## src/rtl/serial_receiver.sv

```systemverilog
// UART receive engine: 16x-oversampled deserialiser for 5-8 bit words,
// optional parity, valid/ready holding register with error/break status.
//
// Ports:
//   clock, reset             rising-edge clock, synchronous active-high reset
//   enable                   low aborts any frame in progress and forces IDLE
//   sampleTick               one-clock pulse at OVERSAMPLE x baud
//   rx                       asynchronous serial line, idle high
//   wordLength               00=5, 01=6, 10=7, 11=8 data bits
//   parityEnable, parityOdd  parity bit present / odd (1) or even (0)
//   rxData, rxValid, rxReady received word and its valid/ready handshake
//   parityError              status of the held word, qualified by rxValid
//   framingError             status of the held word, qualified by rxValid
//   breakDetect              status of the held word, qualified by rxValid
//   overrunError             one-clock pulse when a completed word is dropped
//   busy                     receiver is in any state other than IDLE
module serial_receiver #(
   parameter int OVERSAMPLE  = 16,
   parameter int SYNC_STAGES = 2
) (
   input  logic       clock,
   input  logic       reset,
   input  logic       enable,
   input  logic       sampleTick,
   input  logic       rx,
   input  logic [1:0] wordLength,
   input  logic       parityEnable,
   input  logic       parityOdd,
   output logic [7:0] rxData,
   output logic       rxValid,
   input  logic       rxReady,
   output logic       parityError,
   output logic       framingError,
   output logic       breakDetect,
   output logic       overrunError,
   output logic       busy
);

   localparam int TW = $clog2(OVERSAMPLE);

   typedef enum logic [2:0] {
      IDLE,
      START,
      DATA,
      PARITY,
      STOP,
      BREAK_WAIT
   } state_t;

   state_t          state, state_n;
   logic [SYNC_STAGES-1:0] sync;
   logic            rxs;
   logic [TW-1:0]   tick, tick_n;
   logic [2:0]      bitIdx, bit_n;
   logic [7:0]      shift, shift_n;
   logic [1:0]      cfgLen, len_n;
   logic            cfgPe, pe_n;
   logic            cfgOdd, odd_n;
   logic            parErr, par_n;
   logic            allZero, zero_n;
   logic            done;
   logic [2:0]      lastBit;
   logic            tickMid, tickEnd;

   // pending word: captured on the stop tick, offered to the holding
   // register on the following clock
   logic            pendValid;
   logic [7:0]      pendData;
   logic            pendPar, pendFrm, pendBrk;

   assign rxs     = sync[SYNC_STAGES-1];
   assign lastBit = {1'b0, cfgLen} + 3'd4;
   assign tickMid = (tick == TW'(OVERSAMPLE/2 - 1));
   assign tickEnd = (tick == TW'(OVERSAMPLE - 1));
   assign busy    = (state != IDLE);

   always_ff @(posedge clock) begin
      if (reset) begin
         sync    <= '1;
         state   <= IDLE;
         tick    <= '0;
         bitIdx  <= '0;
         shift   <= '0;
         cfgLen  <= '0;
         cfgPe   <= 1'b0;
         cfgOdd  <= 1'b0;
         parErr  <= 1'b0;
         allZero <= 1'b0;
      end else begin
         sync    <= {sync[SYNC_STAGES-2:0], rx};
         state   <= state_n;
         tick    <= tick_n;
         bitIdx  <= bit_n;
         shift   <= shift_n;
         cfgLen  <= len_n;
         cfgPe   <= pe_n;
         cfgOdd  <= odd_n;
         parErr  <= par_n;
         allZero <= zero_n;
      end
   end

   always_comb begin
      state_n = state;
      tick_n  = tick;
      bit_n   = bitIdx;
      shift_n = shift;
      len_n   = cfgLen;
      pe_n    = cfgPe;
      odd_n   = cfgOdd;
      par_n   = parErr;
      zero_n  = allZero;
      done    = 1'b0;
      if (!enable) begin
         state_n = IDLE;
         tick_n  = '0;
      end else if (sampleTick) begin
         unique case (state)
            IDLE: begin
               if (!rxs) begin
                  state_n = START;
                  tick_n  = '0;
                  len_n   = wordLength;
                  pe_n    = parityEnable;
                  odd_n   = parityOdd;
                  shift_n = '0;
                  par_n   = 1'b0;
                  zero_n  = 1'b1;
               end
            end
            START: begin
               if (tickMid) begin
                  tick_n  = '0;
                  bit_n   = '0;
                  state_n = rxs ? IDLE : DATA;
               end else begin
                  tick_n = tick + 1'b1;
               end
            end
            DATA: begin
               if (tickEnd) begin
                  tick_n          = '0;
                  shift_n[bitIdx] = rxs;
                  zero_n          = allZero & ~rxs;
                  if (bitIdx == lastBit) begin
                     state_n = cfgPe ? PARITY : STOP;
                  end else begin
                     bit_n = bitIdx + 1'b1;
                  end
               end else begin
                  tick_n = tick + 1'b1;
               end
            end
            PARITY: begin
               if (tickEnd) begin
                  tick_n  = '0;
                  par_n   = ((^shift) ^ rxs) != cfgOdd;
                  zero_n  = allZero & ~rxs;
                  state_n = STOP;
               end else begin
                  tick_n = tick + 1'b1;
               end
            end
            STOP: begin
               if (tickEnd) begin
                  tick_n  = '0;
                  done    = 1'b1;
                  state_n = (!rxs && allZero) ? BREAK_WAIT : IDLE;
               end else begin
                  tick_n = tick + 1'b1;
               end
            end
            BREAK_WAIT: begin
               if (rxs) begin
                  state_n = IDLE;
               end
            end
            default: state_n = IDLE;
         endcase
      end
   end

   always_ff @(posedge clock) begin
      if (reset) begin
         pendValid    <= 1'b0;
         pendData     <= '0;
         pendPar      <= 1'b0;
         pendFrm      <= 1'b0;
         pendBrk      <= 1'b0;
         rxData       <= '0;
         rxValid      <= 1'b0;
         parityError  <= 1'b0;
         framingError <= 1'b0;
         breakDetect  <= 1'b0;
         overrunError <= 1'b0;
      end else begin
         pendValid    <= done;
         overrunError <= 1'b0;
         if (done) begin
            pendData <= shift;
            pendPar  <= parErr;
            pendFrm  <= ~rxs;
            pendBrk  <= ~rxs & allZero;
         end
         if (pendValid) begin
            if (!rxValid || rxReady) begin
               rxData       <= pendData;
               parityError  <= pendPar;
               framingError <= pendFrm;
               breakDetect  <= pendBrk;
               rxValid      <= 1'b1;
            end else begin
               overrunError <= 1'b1;
            end
         end else if (rxValid && rxReady) begin
            rxValid <= 1'b0;
         end
      end
   end

endmodule

```

## config.mk

```make
export PLATFORM = sky130hd
export DESIGN_NAME = serial_receiver
export DESIGN_NICKNAME = d
export VERILOG_FILES = /design/src/rtl/serial_receiver.sv
export SDC_FILE = /design/constraint.sdc
export NUM_CORES = 1
export LEC_CHECK = 0
export ABC_AREA = 1
export BUFFER_PORTS_ARGS = -buffer_cell sky130_fd_sc_hd__buf_2
export CORE_ASPECT_RATIO = 1.4
export CORE_MARGIN = 2
export CORE_UTILIZATION = 40
export DETAILED_ROUTE_END_ITERATION = 6
export PLACE_DENSITY = 0.69
export RECOVER_POWER = 100
export SLEW_MARGIN = 20
export SYNTH_ARGS = -nofsm -noshare
export SYNTH_HDL_FRONTEND = slang
export SYNTH_SLANG_ARGS = --single-unit
```

## constraint.sdc

```tcl
create_clock -name clock -period 1.3 [get_ports clock]
set_input_delay 0.13 -clock clock [delete_from_list [all_inputs] [get_ports clock]]
set_output_delay 0.13 -clock clock [all_outputs]
set_load 0.03 [all_outputs]
```

; ---- Word-level counts from Yosys, hierarchy flattened
; Index checks and enable logic that the tools add are counted.
[classes]
eq_ne = 19
bitwise = 5
n_addsub = 3
muxes = 39
n_reduce_logical = 28
order_cmp = 2
[op_table]
columns = cell, n
row1 = $mux 3, 12
row2 = $pmux 3 s6, 1
row3 = $mux 8, 2
row4 = $ne 2x2->1 const B, 8
row5 = $pmux 8 s2, 1
row6 = $reduce_and 5->1, 3
row7 = $mux 1, 13
row8 = $mux 4, 3
row9 = $pmux 4 s3, 1
row10 = $reduce_bool 2->1, 5
row11 = $bwmux 8, 1
row12 = $reduce_and 8->1, 1
row13 = $reduce_xor 8->1, 1
row14 = $eq 3x2->1 const B, 2
row15 = $eq 3x3->1 const B, 2
row16 = $pmux 3 s2, 1
row17 = $reduce_and 6->1, 1
row18 = $reduce_bool 3->1, 2
row19 = $reduce_or 2->1, 3
row20 = $add 4x1->4 const B, 1
row21 = $eq 4x3->1 const B, 1
row22 = $eq 4x4->1 const B, 1
row23 = $lt 3x4->1 const B, 1
row24 = $ne 2x1->1 const B, 2
row25 = 20 further kinds, 27
[word_totals]
output_inout_bits = 14
ff_bits = 51
inputBits = 10
wordCells = 117

; ---- Longest topological paths before layout
[logic_depth]
ltp_word = 7
depth_mapped = 10
ltp_nobuf = 10

; ---- Worst setup path after synthesis
; No wires, ideal clock.
[synth_path]
path_type = register -> register
startpoint = reg state[0]
endpoint = reg cfgOdd
setup_time_ps = 119
t_required_ps = 1181
period_less_slack_ps = 1479
path_slack_ps = -179
path_stages_with_launch = 7
arrival_time_ps = 1360
n_path_buf = 0
path_cell_list = dfxtp_1 -> nor2_2 -> nand2_1 -> nor3_1 -> inv_1 -> o21ai_0 -> a21oi_1
[synth_between]
elab_chain_cells = 2
[synth_rtl]
columns = element, line
row1 = "start, declared", 50  ; state_t state, state_n;
row2 = "start signal, assigned", 91  ; state <= state_n;
row3 = $logic_not 3->1, 118  ; unique case (state)
row4 = $reduce_and 4->1 (no line), --
row5 = "end signal, assigned", 97  ; cfgOdd <= odd_n;
row6 = "end, declared", 58  ; logic cfgOdd, odd_n;
; Every way passes these cells.
; A chain may end at the register's enable or synchronous reset.

; ---- Worst setup path in the final report
[layout_path]
startpoint = reg tick[0]
endpoint = reg pendData[0]
[layout_between]
elab_chain_cells = 5
[layout_rtl]
columns = element, line
row1 = "start, declared", 53  ; logic [TW-1:0] tick, tick_n;
row2 = "start signal, assigned", 92  ; tick <= tick_n;
row3 = $eq 4x4->1, 74  ; assign tickEnd = (tick == TW'(OVERSAMPLE - 1));
row4 = $mux 1, 165  ; if (tickEnd) begin
row5 = $mux 1, 118
row6 = $mux 1, 117  ; end else if (sampleTick) begin
row7 = $mux 1, 114  ; if (!enable) begin
row8 = "end signal, assigned", 200  ; pendData <= shift;
row9 = "end, declared", 68  ; logic [7:0] pendData;
; Every way passes these cells.

==> summary.txt <==
STA
  – Slew Limit Fails: 0
  – Final count of hold timing violations: 0
  – Least-Margin Pin Slew: 0.365 ns
  – Slew headroom: 75.6%
  – RSZ-0062 raised after global routing: true
  – Final min period: 1.48 ns
  – PnR worst setup slack: -0.184 ns
  – Fmax: 674 MHz
  – Setup Skew: 0.00661 ns
  – Part of the cycle the worst path needs: 114%
  – Endpoints failing setup: 31

Route
  – Total number of vias: 2531
  – Wirelength, routed: 6410 um
  – ANT nets after route: 0
  – DRC Markers: 0
  – First DRT Iteration DRCs: 115
  – DR vias/cell: 5.07
  – Wire length per cell: 12.8 um
  – First-pass iteration count of the detailed router: 4

Worst setup path
  – Crit path capture type: flip-flop
  – Worst r2r path cells: 7
  – Reg2reg setup slack: -0.18 ns
  – Setup crit start kind: flip-flop
  – Worst Setup EP: pendData[0]
  – Worst Setup SP: tick[0]
  – Reg2reg start: tick[0]
  – Worst r2r dst: pendData[0]
  – Crit path max fanout: 5
  – Crit Path Class: reg -> reg
  – CP Data Arrival Time: 1.67 ns
  – CP required: 1.49 ns

Global route
  – Largest net degree at the start of global routing: 27
  – First-pass GRT wire length: 9890 um
  – Initial antenna violation count: 0
  – Tot GR Track Use: 17.3%
  – Grt total ovfl: 0
  – Number of global-route vias before repair: 2325

Synth
  – Synth warn: 0
  – Seq/Total Area, Yosys: 40.9%
  – Yosys cell types: 31
  – Synthesized area: 0.00249 mm^2
  – Synth Area per Inst: 6.91 um^2
  – Syn Inst Count: 361
  – Post-Syn Nets: 373
  – Flops & latches, synth: 51

Cells and area
  – Ant diodes: 0
  – Finished Cell Area: 0.00337 mm^2
  – Area growth, synth to finish: 35.1%
  – Share of cells above drive strength 1: 30.0%
  – Nets: 438

Power and ir drop
  – Worst vdd ir: 0.574 mV
  – Pleak: 1.44 nW
  – Cell Pwr Density: 831 mW/mm^2
  – Overall power: 2.80 mW

Clocking
  – H-tree Lvls: 2
  – Clock-pin slew on the worst setup and hold paths: 0.10 ns
  – Root Buffer Master: clkbuf_8
  – CTS tree: yes
  – CTS Buffer Depth: 2
  – Worst skew pair latency: 0.31 ns
  – CTS sink cnt: 51
  – CTS buffer count: 5

Place
  – I/O Buffers: 23
  – DP Area: 0.00293 mm^2
  – Hpwl dp: 4220 um
  – Gp weighted congestion: 0.871

Run status
  – Failing checks: negative setup slack
  – Outcome: finished, violations left

Floorplan
  – Num rows: 34
  – Initial Utilization: 40.7%
  – Die ar.: 0.00689 mm^2
  – Ports: 24
  – Core area: 0.00613 mm^2
  – Chip Height: 97.4 um
  – Die width: 70.7 um

Flow run
  – MaxCap Viol Count: 0

Min path
  – Worst min path class: in -> reg
## logic make-up after synthesis
kind of cell / synth area share [%]
xor+xnor: 1.05
compound gates: 14.9
fa+ha+maj: 1.00
simple gates: 34.5
flops: 40.9
buf+inv: 7.62
## registers in the layout (all words and copies together) (netlist names)
signal / flops
pendData: 8
rxData: 8
shift: 8
tick: 4
bitIdx: 3
state: 3
cfgLen: 2
sync: 2
allZero: 1
breakDetect: 1
cfgOdd: 1
cfgPe: 1
framingError: 1
overrunError: 1
parErr: 1
parityError: 1
pendBrk: 1
pendFrm: 1
pendPar: 1
pendValid: 1
rxValid: 1
## cell usage in the layout, fill, tap and decap left out, types with 5 or more instances in the layout
cell       n
a211oi_1   5
a21oi_1   16
buf_2      9
buf_4     38
clkbuf_1  13
clkbuf_8   5
dfxtp_1   45
inv_1     28
inv_2      5
nand2_1   76
nand2_2    5
nand2_4    5
nand3_1   25
nor2_1    48
nor2_2     8
nor2_4     8
nor3_1     5
o211ai_1   9
o21ai_0   16
## worst max-delay path, stage by stage (launching register included)
cell       delay (ns)
dfxtp_2          0.37
ha_4             0.18
nand3_4          0.14
nor3_4           0.24
buf_12           0.15
clkbuf_16        0.13
buf_4            0.11
a211oi_1         0.05
## worst min path at each step
stage	slack [ns]	depth (start not counted)	end	from
floorplan	0.23	1	sync[0]	rx
CTS	0.04	3	cfgLen[1]	wordLength[1]
detailed placement	0.32	2	sync[0]	rx
finish	0.04	3	cfgLen[1]	wordLength[1]
global placement	0.31	2	sync[0]	rx
global route	0.05	3	cfgLen[1]	wordLength[1]
## cell usage after synthesis
library cell / instances / area (um^2)
a211oi_1: 9 / 67.6
a21boi_0: 1 / 7.51
a21oi_1: 20 / 100
a31oi_1: 1 / 6.26
buf_2: 5 / 25.0
buf_4: 1 / 7.51
buf_6: 1 / 11.3
clkbuf_1: 4 / 15.0
clkinv_1: 1 / 3.75
dfxtp_1: 51 / 1020
ha_1: 2 / 25.0
inv_1: 31 / 116
inv_2: 3 / 11.3
nand2_1: 83 / 312
nand2_2: 3 / 18.8
nand3_1: 27 / 135
nand3_4: 1 / 17.5
nand3b_1: 2 / 15.0
nor2_1: 58 / 218
nor2_2: 3 / 18.8
nor2_4: 3 / 33.8
nor3_1: 8 / 40.0
nor3_2: 2 / 20.0
nor4_1: 2 / 12.5
o211ai_1: 9 / 67.6
o21ai_0: 22 / 110
o21ai_1: 1 / 5.00
o21ai_2: 1 / 8.76
or2_2: 3 / 18.8
xnor2_1: 1 / 8.76
xor2_1: 2 / 17.5
## repair_timing
item | 4_1_cts | 5_1_grt
setup buffers | 4 | 9
endpoints found under the setup margin | 35 | 38
resized for setup | 25 | 44
gates cloned | 1 | 1
pin swaps | 7 | 17
hold endpoints to repair | 1 | 0
hold buffers | 1 | 0
## routing by layer
layer  wire length [um]  part of all wire (%)  global-route usage, %  up-vias
li1                   -                     -                      -     1316
met1               2670                    42                   19.5     1148
met2               3360                    52                   32.4       51
met3                170                   2.7                   2.80       16
met4                207                   3.2                   5.22        0
met5                  0                     0                      0        -
## per-stage QoR
| stage | utilization [%] | cells | setup WS, ns | hold slack (ns) | TNS (ns) |
|---|---|---|---|---|---|
| floorplan | - | 361 | -0.0262 | 0.234 | -0.0262 |
| global placement | 47.8 | 476 | -0.0671 | 0.312 | -1.05 |
| detailed placement | 47.8 | 476 | -0.134 | 0.315 | -2.43 |
| CTS | 51.6 | 490 | -0.0861 | 0.0403 | -1.59 |
| global route | 55.0 | 499 | -0.242 | 0.0504 | -5.80 |
| finish | 55.0 | 499 | -0.184 | 0.0384 | -3.44 |
## cell type report
cell class / count / area [um^2]
Fill cell: 580 / 2760
Multi-Input combinational cell: 264 / 1510
Sequential cell: 51 / 1030
Timing Repair Buffer: 69 / 513
Inverter: 35 / 136
Tap cell: 72 / 90.1
Clock buffer: 5 / 68.8
Clock inverter: 3 / 20.0
## where the power goes
part / switching (mW) / total [mW] / internal (mW)
Clock: 0.557 / 0.933 / 0.376
Combinational: 0.170 / 0.286 / 0.116
Sequential: 0.0134 / 1.58 / 1.57
Total: 0.740 / 2.80 / 2.06
Note: power is estimated with default switching activity, not from simulation.
